File: config.mk
export PLATFORM = sky130hd
export DESIGN_NAME = btb_update_scheduler
export DESIGN_NICKNAME = d
export VERILOG_FILES = /design/src/rtl/btb_sched_pkg.sv /design/src/rtl/btb_update_queue.sv /design/src/rtl/btb_update_scheduler.sv
export SDC_FILE = /design/constraint.sdc
export NUM_CORES = 1
export LEC_CHECK = 0
export CORE_MARGIN = 5
export CORE_UTILIZATION = 33
export DETAILED_ROUTE_END_ITERATION = 10
export PLACE_DENSITY_LB_ADDON = 0.2
export SYNTH_ARGS = -nofsm -noshare
export SYNTH_HDL_FRONTEND = slang
export SYNTH_SLANG_ARGS = --single-unit
File: constraint.sdc
create_clock -name clk -period 11.7 [get_ports clk]
set_input_delay 1.755 -clock clk [delete_from_list [all_inputs] [get_ports clk]]
set_output_delay 1.755 -clock clk [all_outputs]
set_load 0.01 [all_outputs]
File: src/rtl/btb_sched_pkg.sv
// Shared types for the BTB update scheduler: the queued update
// bundle and the scheduler state encoding.
package btb_sched_pkg;

    localparam int BTB_ADDR_WIDTH = 26;

    typedef struct packed {
        logic [BTB_ADDR_WIDTH-1:0] pc;
        logic [BTB_ADDR_WIDTH-1:0] target;
    } btb_update_t;

    typedef enum logic {
        RUN   = 1'b0,
        SWEEP = 1'b1
    } sched_state_e;

endpackage

File: src/rtl/btb_update_queue.sv
// Coalescing update FIFO: a taken branch whose PC is already queued
// rewrites that entry's target instead of allocating a new slot.
module btb_update_queue
    import btb_sched_pkg::*;
#(
    parameter int QUEUE_DEPTH = 4,
    parameter int PW          = $clog2(QUEUE_DEPTH),
    parameter int CW          = $clog2(QUEUE_DEPTH + 1)
) (
    input  logic          clk,
    input  logic          rst_n,
    input  logic          clear,
    input  logic          push,
    input  btb_update_t   push_entry,
    input  logic          pop,
    output btb_update_t   head_entry,
    output logic          empty,
    output logic [CW-1:0] count
);

    btb_update_t          mem [QUEUE_DEPTH];
    logic [PW-1:0]        head_ptr;
    logic [PW-1:0]        tail_ptr;
    logic                 hit;
    logic [PW-1:0]        hit_idx;
    logic [PW-1:0]        offs;
    logic                 alloc;
    logic                 upd;

    assign empty      = (count == '0);
    assign head_entry = mem[head_ptr];

    // The entry leaving this cycle is not a merge candidate.
    always_comb begin
        hit     = 1'b0;
        hit_idx = '0;
        offs    = '0;
        for (int i = 0; i < QUEUE_DEPTH; i++) begin
            offs = PW'(i) - head_ptr;
            if (!hit && (CW'(offs) < count) &&
                !(pop && (offs == '0)) &&
                (mem[i].pc == push_entry.pc)) begin
                hit     = 1'b1;
                hit_idx = PW'(i);
            end
        end
    end

    assign alloc = push && !hit;
    assign upd   = push && hit;

    always_ff @(posedge clk) begin
        if (!rst_n) begin
            head_ptr <= '0;
            tail_ptr <= '0;
            count    <= '0;
            for (int i = 0; i < QUEUE_DEPTH; i++) begin
                mem[i] <= '0;
            end
        end else if (clear) begin
            head_ptr <= '0;
            tail_ptr <= '0;
            count    <= '0;
        end else begin
            if (alloc) begin
                mem[tail_ptr] <= push_entry;
                tail_ptr      <= tail_ptr + 1'b1;
            end
            if (upd) begin
                mem[hit_idx].target <= push_entry.target;
            end
            if (pop) begin
                head_ptr <= head_ptr + 1'b1;
            end
            count <= count + CW'(alloc) - CW'(pop);
        end
    end

endmodule

File: src/rtl/btb_update_scheduler.sv
// Schedules resolved-branch writes into the BTB and owns the
// full-invalidate sweep that holds off fetch lookups.
module btb_update_scheduler
    import btb_sched_pkg::*;
#(
    parameter int ADDR_WIDTH  = BTB_ADDR_WIDTH,
    parameter int INDEX_WIDTH = 4,
    parameter int QUEUE_DEPTH = 4
) (
    input  logic                   clk,
    input  logic                   rst_n,
    input  logic                   i_res_valid,
    input  logic                   i_res_taken,
    input  logic [ADDR_WIDTH-1:0]  i_res_pc,
    input  logic [ADDR_WIDTH-1:0]  i_res_target,
    output logic                   o_res_ready,
    input  logic                   i_flush_req,
    output logic                   o_flush_busy,
    input  logic                   i_btb_busy,
    output logic                   o_btb_we,
    output logic [ADDR_WIDTH-1:0]  o_btb_pc,
    output logic [ADDR_WIDTH-1:0]  o_btb_target,
    output logic                   o_btb_inval,
    output logic [INDEX_WIDTH-1:0] o_btb_index,
    output logic                   o_lookup_stall
);

    localparam int CW = $clog2(QUEUE_DEPTH + 1);

    sched_state_e           state;
    sched_state_e           state_next;
    logic [INDEX_WIDTH-1:0] sweep_idx;
    logic                   sweep_last;
    logic                   flush_now;
    logic                   push;
    logic                   pop;
    logic                   q_empty;
    logic                   q_full;
    logic [CW-1:0]          q_count;
    btb_update_t            head_entry;
    btb_update_t            push_entry;

    assign flush_now  = (state == RUN) && i_flush_req;
    assign sweep_last = &sweep_idx;
    assign q_full     = (q_count == CW'(QUEUE_DEPTH));
    assign push       = i_res_valid && o_res_ready && i_res_taken;
    assign pop        = o_btb_we;
    assign push_entry = '{pc: i_res_pc, target: i_res_target};

    btb_update_queue #(
        .QUEUE_DEPTH (QUEUE_DEPTH)
    ) u_queue (
        .clk        (clk),
        .rst_n      (rst_n),
        .clear      (flush_now),
        .push       (push),
        .push_entry (push_entry),
        .pop        (pop),
        .head_entry (head_entry),
        .empty      (q_empty),
        .count      (q_count)
    );

    always_ff @(posedge clk) begin
        if (!rst_n) begin
            state <= RUN;
        end else begin
            state <= state_next;
        end
    end

    always_ff @(posedge clk) begin
        if (!rst_n) begin
            sweep_idx <= '0;
        end else if (state == SWEEP) begin
            sweep_idx <= sweep_last ? '0 : sweep_idx + 1'b1;
        end else begin
            sweep_idx <= '0;
        end
    end

    always_comb begin
        state_next = state;
        unique case (state)
            RUN:     if (i_flush_req) state_next = SWEEP;
            SWEEP:   if (sweep_last) state_next = RUN;
            default: state_next = RUN;
        endcase
    end

    // A flush request discards the queue, so nothing drains that cycle.
    always_comb begin
        o_res_ready    = 1'b0;
        o_btb_we       = 1'b0;
        o_btb_inval    = 1'b0;
        o_flush_busy   = 1'b0;
        o_lookup_stall = 1'b0;
        unique case (state)
            RUN: begin
                o_res_ready = !q_full && !i_flush_req;
                o_btb_we    = !q_empty && !i_btb_busy && !i_flush_req;
            end
            SWEEP: begin
                o_btb_inval    = 1'b1;
                o_flush_busy   = 1'b1;
                o_lookup_stall = 1'b1;
            end
            default: ;
        endcase
    end

    assign o_btb_index  = sweep_idx;
    assign o_btb_pc     = q_empty ? '0 : head_entry.pc;
    assign o_btb_target = q_empty ? '0 : head_entry.target;

endmodule

==> results.toml, run 1 <==
[status]
status = "complete, no violations"

[grt]
grt_usage_pct = 16.5
first_global_vias = 7322
antenna_found_initial = 1
grt_max_degree = 53
grt_overflow = 0
grt_pass1_wl_um = 48000

[floorplan]
start_util_pct = 33.2
floorplan.rows = 68
die_x_um = 196
die_h_um = 196
io_pins = 119
core_um2 = 34300
dieArea_um2 = 38300

[cts]
clkLatencyLatePin_ns = 0.53
clock-sinks = 222
clock_path_buffers = 3
cts_setup_buffers = 0
holdBufCountCts = 0
cts-root-buf = "clkbuf_16"
cts_buffers = 27
clkSlewWorstSetupHoldPaths_ns = 0.05
cts_tree = "yes"
cts.repair.resized = 0
cts_max_level = 1

[timing]
hold_viol_final = 0
worstMarginPinSlew_ns = 1.07
drv_slew = 0
min_period_ns = 5.39
fin_skew_ns = 0.0152
setup-violations-final = 0
fin_tns_setup_ns = 0
min_period_over_period_pct = 46.1
timing.fmax_ghz = 0.185
rsz0062_at_grt = "no"
maxSlewHeadroom_pct = 28.9

[synth]
syn_inst = 868
ys_seq_elements = 222
synth_area_leaders = "edfxtp_1, mux4_2, xnor2_1"
ys_top_cells_by_count = "edfxtp_1, xnor2_1, nor2_1"
synth.largest_area_cell = "edfxtp_1"
synthesis.nets = 938
syn_area_per_cell_um2 = 13.1
yosysUniqueCellTypes = 47
async_flop_share_pct = 0
ys.flop_type = "edfxtp_1"
synthesis.area_um2 = 11400
seq_area_frac_synth_pct = 57.4
synth_most_common_cell = "edfxtp_1"
yosysWarningCount = 0
synth_top_area_share_pct = 54.9
synth-edff-count = 208

[pwr]
p_switching_mw = 0.436
p_leak_nw = 4.92
power_frac_seq_pct = 47.9
swShare_pct = 22.7
combPwrFrac_pct = 8.5
peakVddDrop_uv = 92.1
pwr-share-clk_pct = 43.5
p_per_area_nw_per_um2 = 138
internal_power_mw = 1.48

[job]
cap_violations = 0

[cells_and_area]
fin_nets = 1034
antenna_cells = 0
multi_input_area_um2 = 4440
utilization_pct = 40.5
num-fill-cells = 3216
register_area_um2 = 6530
syn_to_final_growth_pct = 22.1
drive_above_1_share_pct = 14.7
finalInstanceArea_um2 = 13900

[setup_path]
path_class = "input port to output pin"
critPathSlowestCell = "nor4_4"
crit_fanout = 8
crit_chain = "clkdlybuf4s50_1 > nor4_4 > clkdlybuf4s50_1"
start_kind = "input port"
timing.rr.start = "u_queue.count[1]"
reg2reg_depth = 9
cp_common_cell = "clkdlybuf4s50_1"
r2r_setup_slack_ns = 7.62
cp.arrival_ns = 3.64
crit_path_max_incr_delay_ns = 0.69
cp.required_ns = 9.95
r2r-end = "u_queue.mem[2][46]"
end_kind = "output pin"

[min_path]
whs_path_depth = 1
hp-class = "flip-flop to flip-flop"
worstHoldStart = "o_btb_index[0]"
hold_end = "o_btb_index[0]"

[drt]
routed_wl_um = 32200
detail_route.wl_per_cell_um = 22.4
drt_first_pass_iters = 5
via_per_inst = 5.01
vias = 7205
ant_nets = 0
drc_errors = 0
drtIter0Drc = 520

[place]
hpwlAfterDp_um = 21100
dpl-instance-area_um2 = 13000
gp_congestion = 0.883
portBuffers = 118
cell type report:
cell class / count / area share (%)
Inverter: 39 / 1.05
Clock inverter: 18 / 1.36
Sequential cell: 222 / 47.0
Timing Repair Buffer: 137 / 9.53
Multi-Input combinational cell: 537 / 32.0
Clock buffer: 31 / 4.97
Tap cell: 455 / 4.10
state kept, by name, indices dropped and copies added (netlist names), named ones only:
| name | cells |
|---|---|
| u_queue.count | 3 |
| u_queue.tail_ptr | 2 |
| o_btb_index | 4 |
| state | 1 |
| u_queue.head_ptr | 2 |
| u_queue.mem | 208 |
kinds of logic after synthesis:
group | synth area share (%)
adder cells (fa/ha/maj) | 1.39
XOR/XNOR | 8.39
flip-flops | 57.4
AO/OA/AOI/OAI | 1.92
multiplexers | 10.4
AND/OR/NAND/NOR | 16.5
buffers and inverters | 4.02
worst max path at each step:
| stage | startpoint | end | slack [ns] | cells past startpoint |
|---|---|---|---|---|
| after global routing | rst_n | u_queue.mem[2][32] | 6.24 | 8 |
| after floorplan | i_btb_busy | u_queue.mem[2][26] | 6.20 | 7 |
| after detailed placement | rst_n | u_queue.mem[2][38] | 5.92 | 8 |
| after CTS | i_flush_req | o_btb_we | 6.31 | 3 |
| after global placement | i_res_pc[2] | u_queue.mem[1][19] | 5.92 | 9 |
| final | i_flush_req | o_btb_we | 6.31 | 3 |
stage by stage:
step,setup slack [ns],hold WS [ns],power (mW),cells
after floorplan,6.20,0.469,1.02,868
after global placement,5.92,0.455,1.10,1390
after detailed placement,5.92,0.463,1.10,1390
after CTS,6.31,0.478,1.94,1439
after global routing,6.24,0.522,1.98,1439
final,6.31,0.474,1.92,1439
power by group through the flow:
stage / registers (mW) / clock network (mW) / logic, mW
after floorplan: 0.931 / 0 / 0.0882
after global placement: 0.935 / 0 / 0.167
after detailed placement: 0.936 / 0 / 0.165
after CTS: 0.919 / 0.853 / 0.167
final: 0.919 / 0.835 / 0.164
after global routing: 0.923 / 0.881 / 0.175
cell usage in the layout, fill, tap and decap left out, drive strengths merged, types with 13 or more instances in the layout:
cell type,Yosys,final
inv,39,40
buf,17,19
clkinv,0,13
nand4,24,24
and3,51,51
xnor2,93,93
xor2,16,16
mux4,52,52
nor2b,53,53
dfxtp,14,14
and2,52,52
clkdlybuf4s50,0,118
nor2,92,92
nand2,39,39
clkbuf,53,31
edfxtp,208,208
worst max-delay path: cells and delay by family:
family / cells / cell delay (ns)
buffers and inverters: 2 / 1.19
and+or+nand+nor: 1 / 0.69
per-layer routing:
metal	part of all wire, %	track usage [%]	vias to the layer above
met4	1.2	2.77	2
met5	0.040	0	-
met3	5.4	2.56	31
met1	46	24.0	3675
met2	47	26.7	203
li1	-	-	3294
Power figures use the tool's default switching activity.
==> run 2, diff against run 1 <==
==> constraint.sdc (replaced) <==
create_clock -name clk -period 4.3 [get_ports clk]
set_input_delay 0.645 -clock clk [delete_from_list [all_inputs] [get_ports clk]]
set_output_delay 0.645 -clock clk [all_outputs]
set_load 0.01 [all_outputs]
==> run 2 against run 1 <==
Effect of this change:
- clock-buffer cell count down 4
- die area unchanged
- critical path depth up 10
- critical endpoint is now u_queue.count[2]
- largest power group unchanged
- sequential share of layout area down 0.82 points
- first-iteration DRC count down 34%
- cell count up 1.1%
- total power rose to 2.8 times the previous value
- flip-flop and latch count unchanged
==> results.toml, run 2 (synthesized netlist as in run 1, its figures left out) <==
[pwr]
p_per_area_nw_per_um2 = 374
peakVddDrop_uv = 245
p_leak_nw = 5.04

[floorplan]
floorplan.rows = 68
die_h_um = 196
dieArea_um2 = 38300
die_x_um = 196
io_pins = 119
start_util_pct = 33.2
core_um2 = 34300

[setup_path]
r2r-end = "u_queue.count[2]"
crit_path_end = "u_queue.count[2]"
end_kind = "flip-flop"
cp.required_ns = 4.67
crit_fanout = 6
startpoint = "i_res_pc[2]"
start_kind = "input port"
timing.rr.start = "u_queue.head_ptr[0]"
cp.arrival_ns = 3.95
r2r_setup_slack_ns = 0.81
reg2reg_depth = 14
path_class = "input port to flip-flop"

[cells_and_area]
antenna_cells = 0
syn_to_final_growth_pct = 24.2
num-fill-cells = 3188
drive_above_1_share_pct = 16.3
fin_nets = 1052
final_cell_mix = "edfxtp_1, clkdlybuf4s50_1, xnor2_1"
final_common_cell = "edfxtp_1"
multi_input_area_um2 = 4440
final_cells = 1455
largest_reg_flops = 208
largest-register = "u_queue.mem"
register_area_um2 = 6530

[cts]
cts-root-buf = "clkbuf_16"
cts.repair.resized = 0
clock_path_buffers = 3
holdBufCountCts = 0
clkSlewWorstSetupHoldPaths_ns = 0.06
clkLatencyLatePin_ns = 0.53
cts_max_level = 1
clock-sinks = 222
cts_tree = "yes"
cts_buffers = 26
cts_setup_buffers = 0

[grt]
grt_overflow = 0
grt_usage_pct = 16.5
first_global_vias = 7463
antenna_found_initial = 2
grt_pass1_wl_um = 48100
grt_max_degree = 53

[timing]
maxSlewHeadroom_pct = 43.4
setup-violations-final = 0
min_period_ns = 3.58
fin_skew_ns = 0.0243
min_period_over_period_pct = 83.3
fin_tns_setup_ns = 0
timing.fmax_ghz = 0.279
worstMarginPinSlew_ns = 0.844
drv_slew = 0
hold_viol_final = 0
rsz0062_at_grt = "no"

[drt]
drtIter0Drc = 343
vias = 7119
detail_route.wl_per_cell_um = 22.3
drc_errors = 0
ant_nets = 0
via_per_inst = 4.89
drt_first_pass_iters = 5
routed_wl_um = 32500

[min_path]
hp-class = "flip-flop to flip-flop"
worstHoldStart = "o_btb_index[0]"

[place]
hpwlAfterDp_um = 21400
gp_congestion = 0.870
place_inst = 1409
portBuffers = 118

[job]
cap_violations = 0

[status]
status = "complete, no violations"
-- run 2: cell count changes in the layout (fill, tap and decap cells not counted), sizes merged --
cell	change
clkbuf	-4
clkinvlp	+2
inv	+1
clkinv	-3
bufinv	+1
buf	+19
-- run 2: layout make-up --
cell class | count | share of cell area (%)
clock inverters | 19 | 1.58
inverters | 39 | 1.04
multi-input cells | 537 | 31.4
flip-flops and latches | 222 | 46.2
repair buffers | 156 | 11.0
well taps | 455 | 4.03
clock buffers | 27 | 4.78
-- run 2: metal layers --
metal,wire length [µm],GRT usage (%),up-vias,part of all wire [%]
met3,1720,2.56,47,5.3
met1,14800,23.7,3539,46
met4,598,3.49,4,1.8
li1,-,-,3326,-
met5,27,0,-,0.083
met2,15400,26.9,203,47
-- run 2: power by group --
part | leakage (nW) | switching (mW) | internal, mW
sequential | 2.26 | 0.0482 | 2.45
combinational | 2.34 | 0.251 | 0.212
clock | 0.433 | 0.898 | 1.43
-- run 2: worst min path at each step --
stage | endpoint | cells past startpoint
after global routing | o_btb_index[0] | 1
after detailed placement | o_btb_index[0] | 1
after CTS | o_btb_index[0] | 1
after floorplan | o_btb_index[0] | 1
final | o_btb_index[0] | 1
after global placement | o_btb_index[0] | 1
-- run 2: through the flow --
| step | util (%) | area (µm²) | power, mW | hold slack (ns) | setup slack (ns) |
|---|---|---|---|---|---|
| 5_1_grt | 41.2 | 14100 | 5.46 | 0.482 | 0.513 |
| 4_1_cts | 41.2 | 14100 | 5.36 | 0.468 | 0.831 |
| 2_1_floorplan | - | 11400 | 2.77 | 0.469 | 0.0998 |
| 3_3_place_gp | 38.6 | 13200 | 3.01 | 0.449 | 0.295 |
| 6_report | 41.2 | 14100 | 5.29 | 0.460 | 0.719 |
| 3_5_place_dp | 38.6 | 13200 | 3.01 | 0.451 | 0.330 |
-- run 2: critical path, stage by stage --
cell and delay, ns:
clkdlybuf4s50_1 0.56, xnor2_1 0.46, nand4_1 0.16, nor4_1 0.45
nand4_1 0.28, and4_1 0.25, nand2_1 0.10, inv_1 0.05
ha_1 0.20, fa_1 0.41, xnor2_1 0.19, xnor2_1 0.14
nor2_1 0.05
==> run 3, diff against run 2 <==
==> constraint.sdc (replaced) <==
create_clock -name clk -period 3.3 [get_ports clk]
set_input_delay 0.495 -clock clk [delete_from_list [all_inputs] [get_ports clk]]
set_output_delay 0.495 -clock clk [all_outputs]
set_load 0.01 [all_outputs]
==> run 3 against run 2 <==
Effect of this change:
- sequential power increased by 30%
- clock power rose by 14%
- combinational power grew 44%
- total power rose by 24%
- via count up 2.6%
- worst hold slack gained 0.0083 ns
- clock skew fell by 0.0059 ns
- non-clock buffer count increased by 58
- critical path depth up 2
- critical path type unchanged
- largest power group unchanged
- die area unchanged
- setup slack got worse by 0.56 ns
==> results.toml, run 3 (synthesized netlist as in run 1, its figures left out) <==
[setup_path]
timing.rr.start = "u_queue.count[1]"
critPathSlowestCell = "clkdlybuf4s50_1"
crit_fanout = 4
crit_chain = "clkdlybuf4s50_1 > xnor2_1 > buf_4 > nand4_1 > nor4_2 > buf_4 > nand3_1 > and4_1 > nand2_1 > inv_1 > ha_1 > fa_1 > xnor2_1 > xnor2_1 > nor2_1"
end_kind = "flip-flop"
cp.required_ns = 3.72
cp_common_cell = "xnor2_1"
r2r-end = "u_queue.count[2]"
start_kind = "input port"
r2r_setup_slack_ns = 0.21
crit_path_max_incr_delay_ns = 0.59
reg2reg_depth = 13
path_class = "input port to flip-flop"
cp.arrival_ns = 3.56

[cells_and_area]
syn_to_final_growth_pct = 28.1
antenna_cells = 0
largest_reg_flops = 208
drive_above_1_share_pct = 20.8
final_cell_mix = "edfxtp_1, clkdlybuf4s50_1, xnor2_1"
final_cells = 1509
final_common_cell = "edfxtp_1"
utilization_pct = 42.5
fin_nets = 1109
largest-register = "u_queue.mem"
num-fill-cells = 3210

[grt]
grt_pass1_wl_um = 48600
grt_max_degree = 54
grt_overflow = 0
grt_usage_pct = 16.8
antenna_found_initial = 0
first_global_vias = 7574

[cts]
cts_buffers = 25
clkLatencyLatePin_ns = 0.53
clock-sinks = 222
cts_tree = "yes"
cts_setup_buffers = 0
cts.repair.resized = 0
clock_path_buffers = 3
cts_max_level = 1
clkSlewWorstSetupHoldPaths_ns = 0.07
cts-root-buf = "clkbuf_16"
holdBufCountCts = 0

[min_path]
hp-class = "flip-flop to flip-flop"
hold_end = "o_btb_index[0]"
whs_path_depth = 1
worstHoldStart = "o_btb_index[0]"

[pwr]
swShare_pct = 23.0
p_leak_nw = 5.30
combPwrFrac_pct = 10.2
power_frac_seq_pct = 49.4
p_switching_mw = 1.52
internal_power_mw = 5.06
peakVddDrop_uv = 367
total_power_mw = 6.58
pwr-share-clk_pct = 40.4
p_per_area_nw_per_um2 = 451

[floorplan]
die_h_um = 196
io_pins = 119
dieArea_um2 = 38300
core_um2 = 34300
floorplan.rows = 68
die_x_um = 196
start_util_pct = 33.2

[timing]
maxSlewHeadroom_pct = 54.2
min_period_ns = 3.14
fin_skew_ns = 0.0184
worstMarginPinSlew_ns = 0.687
hold_viol_final = 0
timing.fmax_ghz = 0.318
fin_tns_setup_ns = 0
rsz0062_at_grt = "no"
min_period_over_period_pct = 95.2
setup-violations-final = 0
drv_slew = 0

[place]
portBuffers = 118
hpwlAfterDp_um = 21200
gp_congestion = 0.840
place_inst = 1467

[status]
status = "complete, no violations"

[drt]
drtIter0Drc = 546
detail_route.wl_per_cell_um = 21.6
drc_errors = 0
vias = 7301
via_per_inst = 4.84
ant_nets = 0
drt_first_pass_iters = 4
routed_wl_um = 32700

[job]
cap_violations = 0
[run 3: cell count changes in the layout (fill, tap and decap cells not counted), moves of 2 or more]
cell       previous run  this run
buf_4                31        79
buf_12                7        17
clkbuf_1              0         6
clkinv_1              8         3
bufinv_16             5         2
clkbuf_16            27        25
nor4_1                5         3
nor4_2                0         2
[run 3: layer usage]
| metal | wire length (µm) | GRT usage [%] |
|---|---|---|
| met5 | 0 | 0 |
| met4 | 572 | 3.41 |
| met3 | 1580 | 2.76 |
| met2 | 15700 | 27.5 |
| met1 | 14800 | 23.7 |
[run 3: layout make-up]
cell class              instances  area (µm²)  area share, %
flip-flops and latches        222        6530           44.8
multi-input cells             537        4450           30.6
repair buffers                214        2120           14.5
clock buffers                  31         648           4.45
well taps                     455         569           3.91
inverters                      39         146           1.00
clock inverters                11         111          0.764
[run 3: how the worst max path moves through the flow]
stage	start	end	slack (ns)	cells past startpoint
after floorplan	u_queue.head_ptr[0]	u_queue.mem[2][26]	-0.37	9
after CTS	i_res_pc[7]	u_queue.count[2]	0.09	14
final	i_res_pc[2]	u_queue.count[2]	0.16	15
after detailed placement	i_res_pc[7]	u_queue.count[2]	-0.46	14
after global routing	i_res_pc[7]	u_queue.count[2]	0.02	14
after global placement	i_res_pc[7]	u_queue.count[2]	-0.46	14
[run 3: per-stage QoR]
stage | setup WS [ns] | hold slack (ns) | cell area, µm²
finish | 0.159 | 0.468 | 14600
global route | 0.0204 | 0.498 | 14600
CTS | 0.0860 | 0.475 | 14600
detailed placement | -0.464 | 0.461 | 13800
global placement | -0.460 | 0.455 | 13800
floorplan | -0.372 | 0.469 | 11400
[run 3: power groups by stage]
stage	Sequential [mW]	Clock, mW	Combinational [mW]
after floorplan	3.30	0	0.315
after global placement	3.31	0	0.679
after detailed placement	3.31	0	0.674
after CTS	3.25	2.72	0.678
after global routing	3.26	2.83	0.715
final	3.25	2.66	0.669
[run 3: critical path, delay by kind of cell]
family	cells	cell delay (ns)
fa+ha+maj	2	0.60
buf+inv	4	0.97
simple gates	6	0.96
xor+xnor	3	0.51
